`src/rtl/voice_allocator.sv`:
```
// voice_allocator: assigns MIDI note events to VOICES voice slots (retrigger, free, released, steal).
// Sustain-pedal handling is compiled in with `define VOICE_ALLOC_SUSTAIN_EN.
module voice_allocator #(
    parameter int unsigned VOICES       = 8,
    parameter int unsigned V_WIDTH      = $clog2(VOICES),
    parameter bit          VEL_ZERO_OFF = 1'b1
) (
    input  logic               CLOCK_25,
    input  logic               iRST,
    input  logic               ev_valid,
    output logic               ev_ready,
    input  logic               ev_on,
    input  logic [6:0]         ev_key,
    input  logic [6:0]         ev_vel,
    input  logic [VOICES-1:0]  voice_free,
    input  logic               sustain,
    output logic               note_on,
    output logic               note_off,
    output logic               steal,
    output logic [VOICES-1:0]  keys_on,
    output logic [V_WIDTH-1:0] cur_key_adr,
    output logic [7:0]         cur_key_val,
    output logic [7:0]         cur_vel_on,
    output logic [7:0]         cur_vel_off,
    output logic [V_WIDTH:0]   active_keys,
    output logic               off_note_error
);

`ifdef VOICE_ALLOC_SUSTAIN_EN
    typedef enum logic [1:0] {StIdle, StScan, StIssue, StSusRel} state_t;
`else
    typedef enum logic [1:0] {StIdle, StScan, StIssue} state_t;
`endif

    // Candidate classes, lower value wins; CL_NONE marks "no candidate yet".
    localparam logic [2:0] CL_HIT  = 3'd0;
    localparam logic [2:0] CL_FREE = 3'd1;
    localparam logic [2:0] CL_REL  = 3'd2;
    localparam logic [2:0] CL_HELD = 3'd3;
    localparam logic [2:0] CL_NONE = 3'd4;

    state_t             state;
    logic [V_WIDTH-1:0] scan_idx;
    logic [6:0]         key_q;
    logic [6:0]         vel_q;
    logic               off_q;
    logic [6:0]         key_store [VOICES];
    logic [V_WIDTH-1:0] rank      [VOICES];
    logic [V_WIDTH-1:0] best_v;
    logic [V_WIDTH-1:0] best_rank;
    logic [2:0]         best_class;

    logic               hit;
    logic [2:0]         cand_class;
    logic               better;
    logic [V_WIDTH:0]   pop;
    logic               scan_last;

`ifdef VOICE_ALLOC_SUSTAIN_EN
    logic [VOICES-1:0]  sus_q;
    logic               sustain_q;
    logic               sus_pend;

    assign ev_ready = (state == StIdle) && !sus_pend;
`else
    logic               unused_sustain;

    assign unused_sustain = sustain;
    assign ev_ready       = (state == StIdle);
`endif

    assign scan_last = (scan_idx == V_WIDTH'(VOICES - 1));

    always_comb begin
        hit = keys_on[scan_idx] && (key_store[scan_idx] == key_q);
        if (off_q) begin
            cand_class = hit ? CL_HIT : CL_NONE;
        end else if (hit) begin
            cand_class = CL_HIT;
        end else if (!keys_on[scan_idx]) begin
            cand_class = voice_free[scan_idx] ? CL_FREE : CL_REL;
        end else begin
            cand_class = CL_HELD;
        end
        // Ranks are unique, so the strict compare never needs a tie-break.
        better = (cand_class < best_class) ||
                 ((cand_class == best_class) && (cand_class != CL_NONE) &&
                  (rank[scan_idx] > best_rank));
    end

    always_comb begin
        pop = '0;
        for (int i = 0; i < int'(VOICES); i++) begin
            pop = pop + {{V_WIDTH{1'b0}}, keys_on[i]};
        end
    end

    always_ff @(posedge CLOCK_25 or posedge iRST) begin
        if (iRST) begin
            state          <= StIdle;
            scan_idx       <= '0;
            key_q          <= '0;
            vel_q          <= '0;
            off_q          <= 1'b0;
            best_v         <= '0;
            best_rank      <= '0;
            best_class     <= CL_NONE;
            keys_on        <= '0;
            active_keys    <= '0;
            note_on        <= 1'b0;
            note_off       <= 1'b0;
            steal          <= 1'b0;
            off_note_error <= 1'b0;
            cur_key_adr    <= '0;
            cur_key_val    <= '0;
            cur_vel_on     <= '0;
            cur_vel_off    <= '0;
            for (int i = 0; i < int'(VOICES); i++) begin
                key_store[i] <= '0;
                rank[i]      <= V_WIDTH'(i);
            end
`ifdef VOICE_ALLOC_SUSTAIN_EN
            sus_q     <= '0;
            sustain_q <= 1'b0;
            sus_pend  <= 1'b0;
`endif
        end else begin
            note_on        <= 1'b0;
            note_off       <= 1'b0;
            steal          <= 1'b0;
            off_note_error <= 1'b0;
            active_keys    <= pop;
            case (state)
                StIdle: begin
`ifdef VOICE_ALLOC_SUSTAIN_EN
                    if (sus_pend) begin
                        sus_pend <= 1'b0;
                        scan_idx <= '0;
                        state    <= StSusRel;
                    end else
`endif
                    if (ev_valid) begin
                        key_q      <= ev_key;
                        vel_q      <= ev_vel;
                        off_q      <= !ev_on || (VEL_ZERO_OFF && (ev_vel == 7'd0));
                        scan_idx   <= '0;
                        best_v     <= '0;
                        best_rank  <= '0;
                        best_class <= CL_NONE;
                        state      <= StScan;
                    end
                end
                StScan: begin
                    if (better) begin
                        best_class <= cand_class;
                        best_rank  <= rank[scan_idx];
                        best_v     <= scan_idx;
                    end
                    if (scan_last) state <= StIssue;
                    else scan_idx <= scan_idx + V_WIDTH'(1);
                end
                StIssue: begin
                    state <= StIdle;
                    if (!off_q) begin
                        keys_on[best_v]   <= 1'b1;
                        key_store[best_v] <= key_q;
                        note_on           <= 1'b1;
                        steal             <= (best_class == CL_HELD);
                        cur_key_adr       <= best_v;
                        cur_key_val       <= {1'b0, key_q};
                        cur_vel_on        <= {1'b0, vel_q};
                        // Move-to-front: everything younger than v ages by one.
                        for (int i = 0; i < int'(VOICES); i++) begin
                            if (rank[i] < rank[best_v]) rank[i] <= rank[i] + V_WIDTH'(1);
                        end
                        rank[best_v] <= '0;
`ifdef VOICE_ALLOC_SUSTAIN_EN
                        sus_q[best_v] <= 1'b0;
`endif
                    end else if (best_class != CL_HIT) begin
                        off_note_error <= 1'b1;
`ifdef VOICE_ALLOC_SUSTAIN_EN
                    end else if (sustain) begin
                        sus_q[best_v] <= 1'b1;
`endif
                    end else begin
                        keys_on[best_v] <= 1'b0;
                        note_off        <= 1'b1;
                        cur_key_adr     <= best_v;
                        cur_key_val     <= {1'b0, key_q};
                        cur_vel_off     <= {1'b0, vel_q};
                    end
                end
`ifdef VOICE_ALLOC_SUSTAIN_EN
                StSusRel: begin
                    if (sus_q[scan_idx]) begin
                        keys_on[scan_idx] <= 1'b0;
                        sus_q[scan_idx]   <= 1'b0;
                        note_off          <= 1'b1;
                        cur_key_adr       <= scan_idx;
                        cur_key_val       <= {1'b0, key_store[scan_idx]};
                    end
                    if (scan_last) state <= StIdle;
                    else scan_idx <= scan_idx + V_WIDTH'(1);
                end
`endif
                default: state <= StIdle;
            endcase
`ifdef VOICE_ALLOC_SUSTAIN_EN
            // Placed after the FSM so a new pedal release is never lost to the clear above.
            sustain_q <= sustain;
            if (sustain_q && !sustain) sus_pend <= 1'b1;
`endif
        end
    end

endmodule
```
`config.mk`:
```
export PLATFORM = sky130hd
export DESIGN_NAME = voice_allocator
export DESIGN_NICKNAME = d
export VERILOG_FILES = /design/src/rtl/voice_allocator.sv
export SDC_FILE = /design/constraint.sdc
export NUM_CORES = 1
export LEC_CHECK = 0
export ABC_CLOCK_PERIOD_IN_PS = 6300
export BUFFER_PORTS_ARGS = -buffer_cell sky130_fd_sc_hd__buf_2
export CORE_ASPECT_RATIO = 0.5
export CORE_MARGIN = 1.5
export CORE_UTILIZATION = 35
export CTS_BUF_LIST = sky130_fd_sc_hd__clkbuf_4
export CTS_CLUSTER_SIZE = 14
export DETAILED_ROUTE_END_ITERATION = 8
export GPL_TIMING_DRIVEN = 1
export PLACE_DENSITY = 0.61
export SYNTH_ARGS = -nofsm -noshare
export SYNTH_HDL_FRONTEND = slang
export SYNTH_SLANG_ARGS = --single-unit
```
`constraint.sdc`:
```
create_clock -name CLOCK_25 -period 6.3 [get_ports CLOCK_25]
set_input_delay 1.575 -clock CLOCK_25 [delete_from_list [all_inputs] [get_ports CLOCK_25]]
set_output_delay 1.575 -clock CLOCK_25 [all_outputs]
set_load 0.03 [all_outputs]
```
==> results_dict.tcl, run 1 <==
set metrics [dict create \
    rsz0062_at_grt "no" \
    synth_seq_cells 149 \
    ys_top_cells_by_area "dfrtp_1 (44%), mux2_2 (12%), mux4_2 (6.7%), ha_1 (5.7%), dfstp_2 (4.4%)" \
    first_pass_iters 5 \
    synth_edf_count 0 \
    cts_sinks 149 \
    drive_above_1_share_pct 31.9 \
    cts-buffers-inserted 17 \
    min_to "key_store[38]" \
    viasPerCell 5.02 \
    num_rows 38 \
    whs_path_depth 2 \
    portBuffers 66 \
    cts_buffer_depth 2 \
    p_leak_nw 4.20 \
    ys_types 51 \
    fin_crit_ps 4190 \
    layout_setup_ws_ps 2110 \
    synth_top_area_cell "dfrtp_1" \
    htreeDepth 4 \
    fin_skew_ps 28.0 \
    place_area_um2 8310 \
    design_power_total_mw 3.01 \
    gp_congestion 0.814 \
    antenna_found_initial 1 \
    endpoint_kind "flop" \
    hold_viol_final 0 \
    period_share_pct 66.5 \
    grt_pass1_wl_um 28300 \
    globalRouteOverflowTotal 0 \
    cellPowerDensity_nw_per_um2 350 \
    worst_pin_slew_ps 1120 \
    synth_warnings 0 \
    grt_max_degree 100 \
    die_h_um 108 \
    dp_hpwl_um 11900 \
    final_cells 1037 \
    synth.avg_cell_area_um2 11.6 \
    cp.required_ps 6760 \
    die_w_um 213 \
    design_area_um2 8590 \
    post_cts_resized 0 \
    irDropWorstVdd_v 0.000149 \
    place_ws_ps 2020 \
    drv_slew 0 \
    r2r-start "scan_idx[0]" \
    clk_pin_slew_ps 130 \
    synth_top_area_share_pct 44.2 \
    slew_headroom_pct 25.5 \
    ant_nets 0 \
    syn_to_final_growth_pct 11.6 \
    min_from "key_store[38]" \
    fill_cells 2096 \
    drv_cap 0 \
    synthArstFlopShare_pct 100 \
    startpoint "scan_idx[0]" \
    syn_area_um2 7700 \
    cp-start-kind "flop" \
    drc 0 \
    floorplan.die_area_um2 22900 \
    crit_arrival_ps 4650 \
    path_max_fanout 14 \
    reg2reg_depth 14 \
    io_pins 71 \
    outcome "finished, final reports clean" \
    cts_tree "built" \
    insertion_delay_ps 580 \
    ys.flop_type "dfrtp_1" \
    finalSetupTns_ps 0 \
    root_buffer "clkbuf_4" \
    min_path_type "flop to flop" \
    core-area_um2 21600 \
    start_util_pct 35.6 \
    netlist_instances 662 \
    holdBufCountCts 0 \
    wl_per_cell_um 16.9 \
    first_global_vias 5250 \
    finalNetCount 786 \
    numPlacedInstances 1001 \
    cts_setup_buffers 0 \
    routed_wl_um 17500 \
    groute.usage.overall_pct 16.3 \
    vias 5206 \
    drt_iter0_drc 329 \
    setup_viol 0 \
    critPathKind "flop to flop" \
    ff2ff_setup_slack_ps 2110 \
    rr_endpoint "best_class[0]" \
    fmax_ghz 0.239 \
    seq_area_frac_synth_pct 48.7 \
]
## placed cells by master, fill, tap and decap left out, drive strengths merged, types with 7 or more instances in the layout
cell type	count
nor2b	11
nand2	89
buf	75
a211oi	10
nor2	34
a22o	9
nor4	8
dfstp	13
ha	35
or3	13
o21ai	21
nor3	8
clkinv	7
a21oi	20
mux4	24
xor2	14
or2	7
mux2i	17
dfrtp	136
mux2	80
inv	35
clkbuf	17
## how the worst max path moves through the flow
stage                    endpoint  slack [ps]  depth (start not counted)
detailed placement      best_v[1]        2020                         14
floorplan               async pin         740                          1
finish              best_class[0]        2110                         14
global route        best_class[0]        1770                         15
global placement        best_v[2]        2120                         14
CTS                 best_class[0]        1990                         14
## worst max-delay path, stage by stage, from the launching register on
cell	delay (ps)
dfrtp_1	740
buf_4	410
mux4_1	610
mux2i_1	190
xor2_1	220
nand4_1	180
nor2_4	250
nor3_1	110
ha_1	300
nand3_1	100
a31oi_1	150
o21ai_0	150
nor2_1	220
o22ai_2	190
a22o_1	270
## flip-flops by register name, indices dropped and copies added, names as in the netlist, 4 cells and up, named ones only
signal and cells:
cur_key_val 7, key_q 7, cur_vel_off 7, active_keys 4, cur_vel_on 7, vel_q 7
key_store 56, rank 24
## cells in the mapped netlist (10+ instances only)
cell      count
mux2i_1      17
dfstp_2      13
mux2_2       80
a211oi_1     10
a21oi_1      20
mux4_2       23
or3_1        13
clkbuf_1     25
ha_1         35
nor2b_1      10
o21ai_0      20
inv_1        28
nand2_1      89
nor2_1       33
dfrtp_1     136
xor2_1       14
## area by class of cell
type / count / area, um2 / share of cell area (%)
clock inverter: 15 / 145 / 1.69
inverter: 29 / 114 / 1.33
multi-input combinational: 448 / 3680 / 42.8
sequential: 149 / 3740 / 43.6
timing repair buffer: 75 / 398 / 4.63
clock buffer: 17 / 128 / 1.49
antenna: 4 / 10.0 / 0.116
tap: 300 / 375 / 4.37
## through the flow
stage               hold WS [ps]  utilization [%]
global placement             455             38.4
finish                       490             39.7
global route                 514             39.7
CTS                          491             39.7
detailed placement           460             38.4
floorplan                    441                -
## metal layers
metal  GRT usage [%]  routed length [um]  part of all wire (%)  up-vias
li1                -                   -                     -     2453
met1            22.4                8290                    47     2655
met2            26.2                8310                    47       83
met3            3.06                 738                   4.2       15
met4            4.51                 169                  0.97        0
met5               0                   0                     0        -
## power by group
group / internal (mW) / switching, mW / leakage [nW]
clock network: 0.207 / 0.393 / 0.148
logic: 0.457 / 0.543 / 2.08
registers: 1.13 / 0.278 / 1.98
## cell families (layout without fill, tap and decap cells)
kind of cell             count (synthesis)  count (layout)  share of synthesized area (%)
AND/OR/NAND/NOR                        188             188                           11.2
multiplexers                           121             121                           21.0
flip-flops                             149             149                           48.7
buffers and inverters                   67             136                           3.80
AO/OA/AOI/OAI                           81              81                           6.78
adder cells (fa/ha/maj)                 39              39                           6.73
XOR/XNOR                                16              16                           1.82
other                                    1               7                         0.0487
Note: power is estimated with default switching activity, not from simulation.
==> run 2: changes to the inputs <==
- ABC_CLOCK_PERIOD_IN_PS: 6300 -> 3610
- PLACE_DENSITY: 0.61 -> 0.63
- clock period: 6.3 -> 3.61 ns (I/O delays scaled with it)
==> results_dict.tcl, run 2 (same netlist as run 1, synthesis figures left out) <==
set metrics [dict create \
    die_h_um 108 \
    drc 0 \
    syn_to_final_growth_pct 15.1 \
    diodes 0 \
    final_common_cell "dfrtp_1" \
    groute.usage.overall_pct 16.4 \
    design_area_um2 8860 \
    fin_skew_ps 22.5 \
    num_rows 38 \
    min_from "ev_on" \
    drv_cap 0 \
    outcome "finished, final reports clean" \
    cp-start-kind "flop" \
    drive_above_1_share_pct 35.1 \
    layout_common_cells "dfrtp_1 (135), nand2_1 (88), mux2_2 (80), buf_2 (66), ha_1 (35)" \
    insertion_delay_ps 590 \
    endpoint_kind "flop" \
    die_w_um 213 \
    fin_crit_ps 3460 \
    cts-buffers-inserted 17 \
    crit_arrival_ps 3940 \
    place_area_um2 8470 \
    floorplan.die_area_um2 22900 \
    root_buffer "clkbuf_4" \
    r2r-start "scan_idx[0]" \
    io_pins 71 \
    finalNetCount 811 \
    vias 5309 \
    htreeDepth 4 \
    path_max_fanout 11 \
    fmax_ghz 0.289 \
    ant_nets 0 \
    grt_max_degree 150 \
    first_global_vias 5263 \
    rsz0062_at_grt "yes" \
    holdBufCountCts 0 \
    worst_pin_slew_ps 876 \
    antenna_found_initial 0 \
    period_share_pct 95.9 \
    drv_slew 0 \
    globalRouteOverflowTotal 0 \
    hold_viol_final 0 \
    clk_pin_slew_ps 160 \
    cp.required_ps 4090 \
    startpoint "scan_idx[0]" \
    wl_per_cell_um 16.6 \
    setup_viol 0 \
    irDropWorstVdd_v 0.000242 \
    cts_sinks 149 \
    slew_headroom_pct 41.4 \
    viasPerCell 5.02 \
    dp_hpwl_um 11900 \
    fill_cells 2027 \
    critPathKind "flop to flop" \
    multi_input_area_um2 3690 \
    cellPowerDensity_nw_per_um2 631 \
    reg_top3 "key_store x56, rank x24" \
    portBuffers 66 \
    drt_iter0_drc 466 \
    grt_pass1_wl_um 28500 \
    first_pass_iters 4 \
    largest_reg_flops 56 \
    cts_buffer_depth 2 \
    whs_ps 465 \
    largest-register "key_store" \
    seqCellArea_um2 3750 \
    gp_congestion 0.862 \
    p_leak_nw 4.34 \
    start_util_pct 35.6 \
    core-area_um2 21600 \
    routed_wl_um 17500 \
    cts_tree "built" \
    min_path_type "input pin to flop" \
]
-- run 2: changes by cell type in the layout (fill, tap and decap cells not counted), moves of 2 or more --
| cell | previous run | this run |
|---|---|---|
| buf_12 | 0 | 2 |
| buf_4 | 9 | 31 |
| clkinv_1 | 3 | 1 |
| clkinv_8 | 0 | 2 |
| clkinvlp_4 | 1 | 4 |
| diode_2 | 4 | 0 |
| inv_6 | 5 | 3 |
-- run 2: power breakdown --
group | total [mW] | switching (mW) | internal (mW)
Sequential | 2.33 | 0.356 | 1.98
Combinational | 2.12 | 1.14 | 0.970
Clock | 1.15 | 0.704 | 0.442
-- run 2: metal layers --
layer / wire [um] / part of all wire [%] / up-vias / GRT usage [%]
met1: 8380 / 48 / 2717 / 22.5
met3: 711 / 4.1 / 14 / 3.97
met2: 8230 / 47 / 83 / 25.4
met4: 220 / 1.3 / 0 / 5.62
li1: - / - / 2495 / -
met5: 0 / 0 / - / 0
-- run 2: area by class of cell --
cell class / instances / share of cell area [%]
multi-input cells: 448 / 41.7
clock inverters: 15 / 2.17
flip-flops and latches: 149 / 42.3
clock buffers: 17 / 1.44
inverters: 29 / 1.27
repair buffers: 100 / 6.93
well taps: 300 / 4.23
-- run 2: worst max-delay path, cell delays in order, from the launching register on --
cell and delay [ps]:
dfrtp_1 400, buf_12 160, buf_4 130, mux4_2 480
mux2_2 340, nand4_1 160, nor2_4 80, nor3_1 240
inv_1 70, ha_1 270, nand3_1 90, a31oi_1 230
o21ai_2 110, nor2_2 200, o22ai_4 140, a22o_1 240
-- run 2: path summary, 6_finish.rpt --
path | to | slack (ps) | depth (start not counted)
min | off_q | 460 | 2
max in group asynchronous | rank[3] | 2480 | 3
min reg2reg | key_store[40] | 490 | 2
max reg2reg | best_class[0] | 150 | 15
max | best_class[0] | 150 | 15
min in group asynchronous | cur_vel_off[0] | 500 | 3
-- run 2: what timing repair did --
action | in CTS | in global routing
endpoints found under the hold margin | 0 | 0
setup buffers | 3 | 2
pin swaps | 1 | 10
gates resized for setup | 1 | 9
setup endpoints to repair | 9 | 8
-- run 2: through the flow --
step	power (mW)	instances	util (%)	worst slack (ps)	setup TNS, ps
2_1_floorplan	3.77	664	-	302	0
5_1_grt	5.96	1058	41.0	-23.3	-47.2
4_1_cts	5.57	1056	40.8	13.7	0
3_5_place_dp	4.39	1021	39.2	-268	-1870
6_report	5.59	1058	41.0	150	0
3_3_place_gp	4.32	1021	39.2	-144	-1090
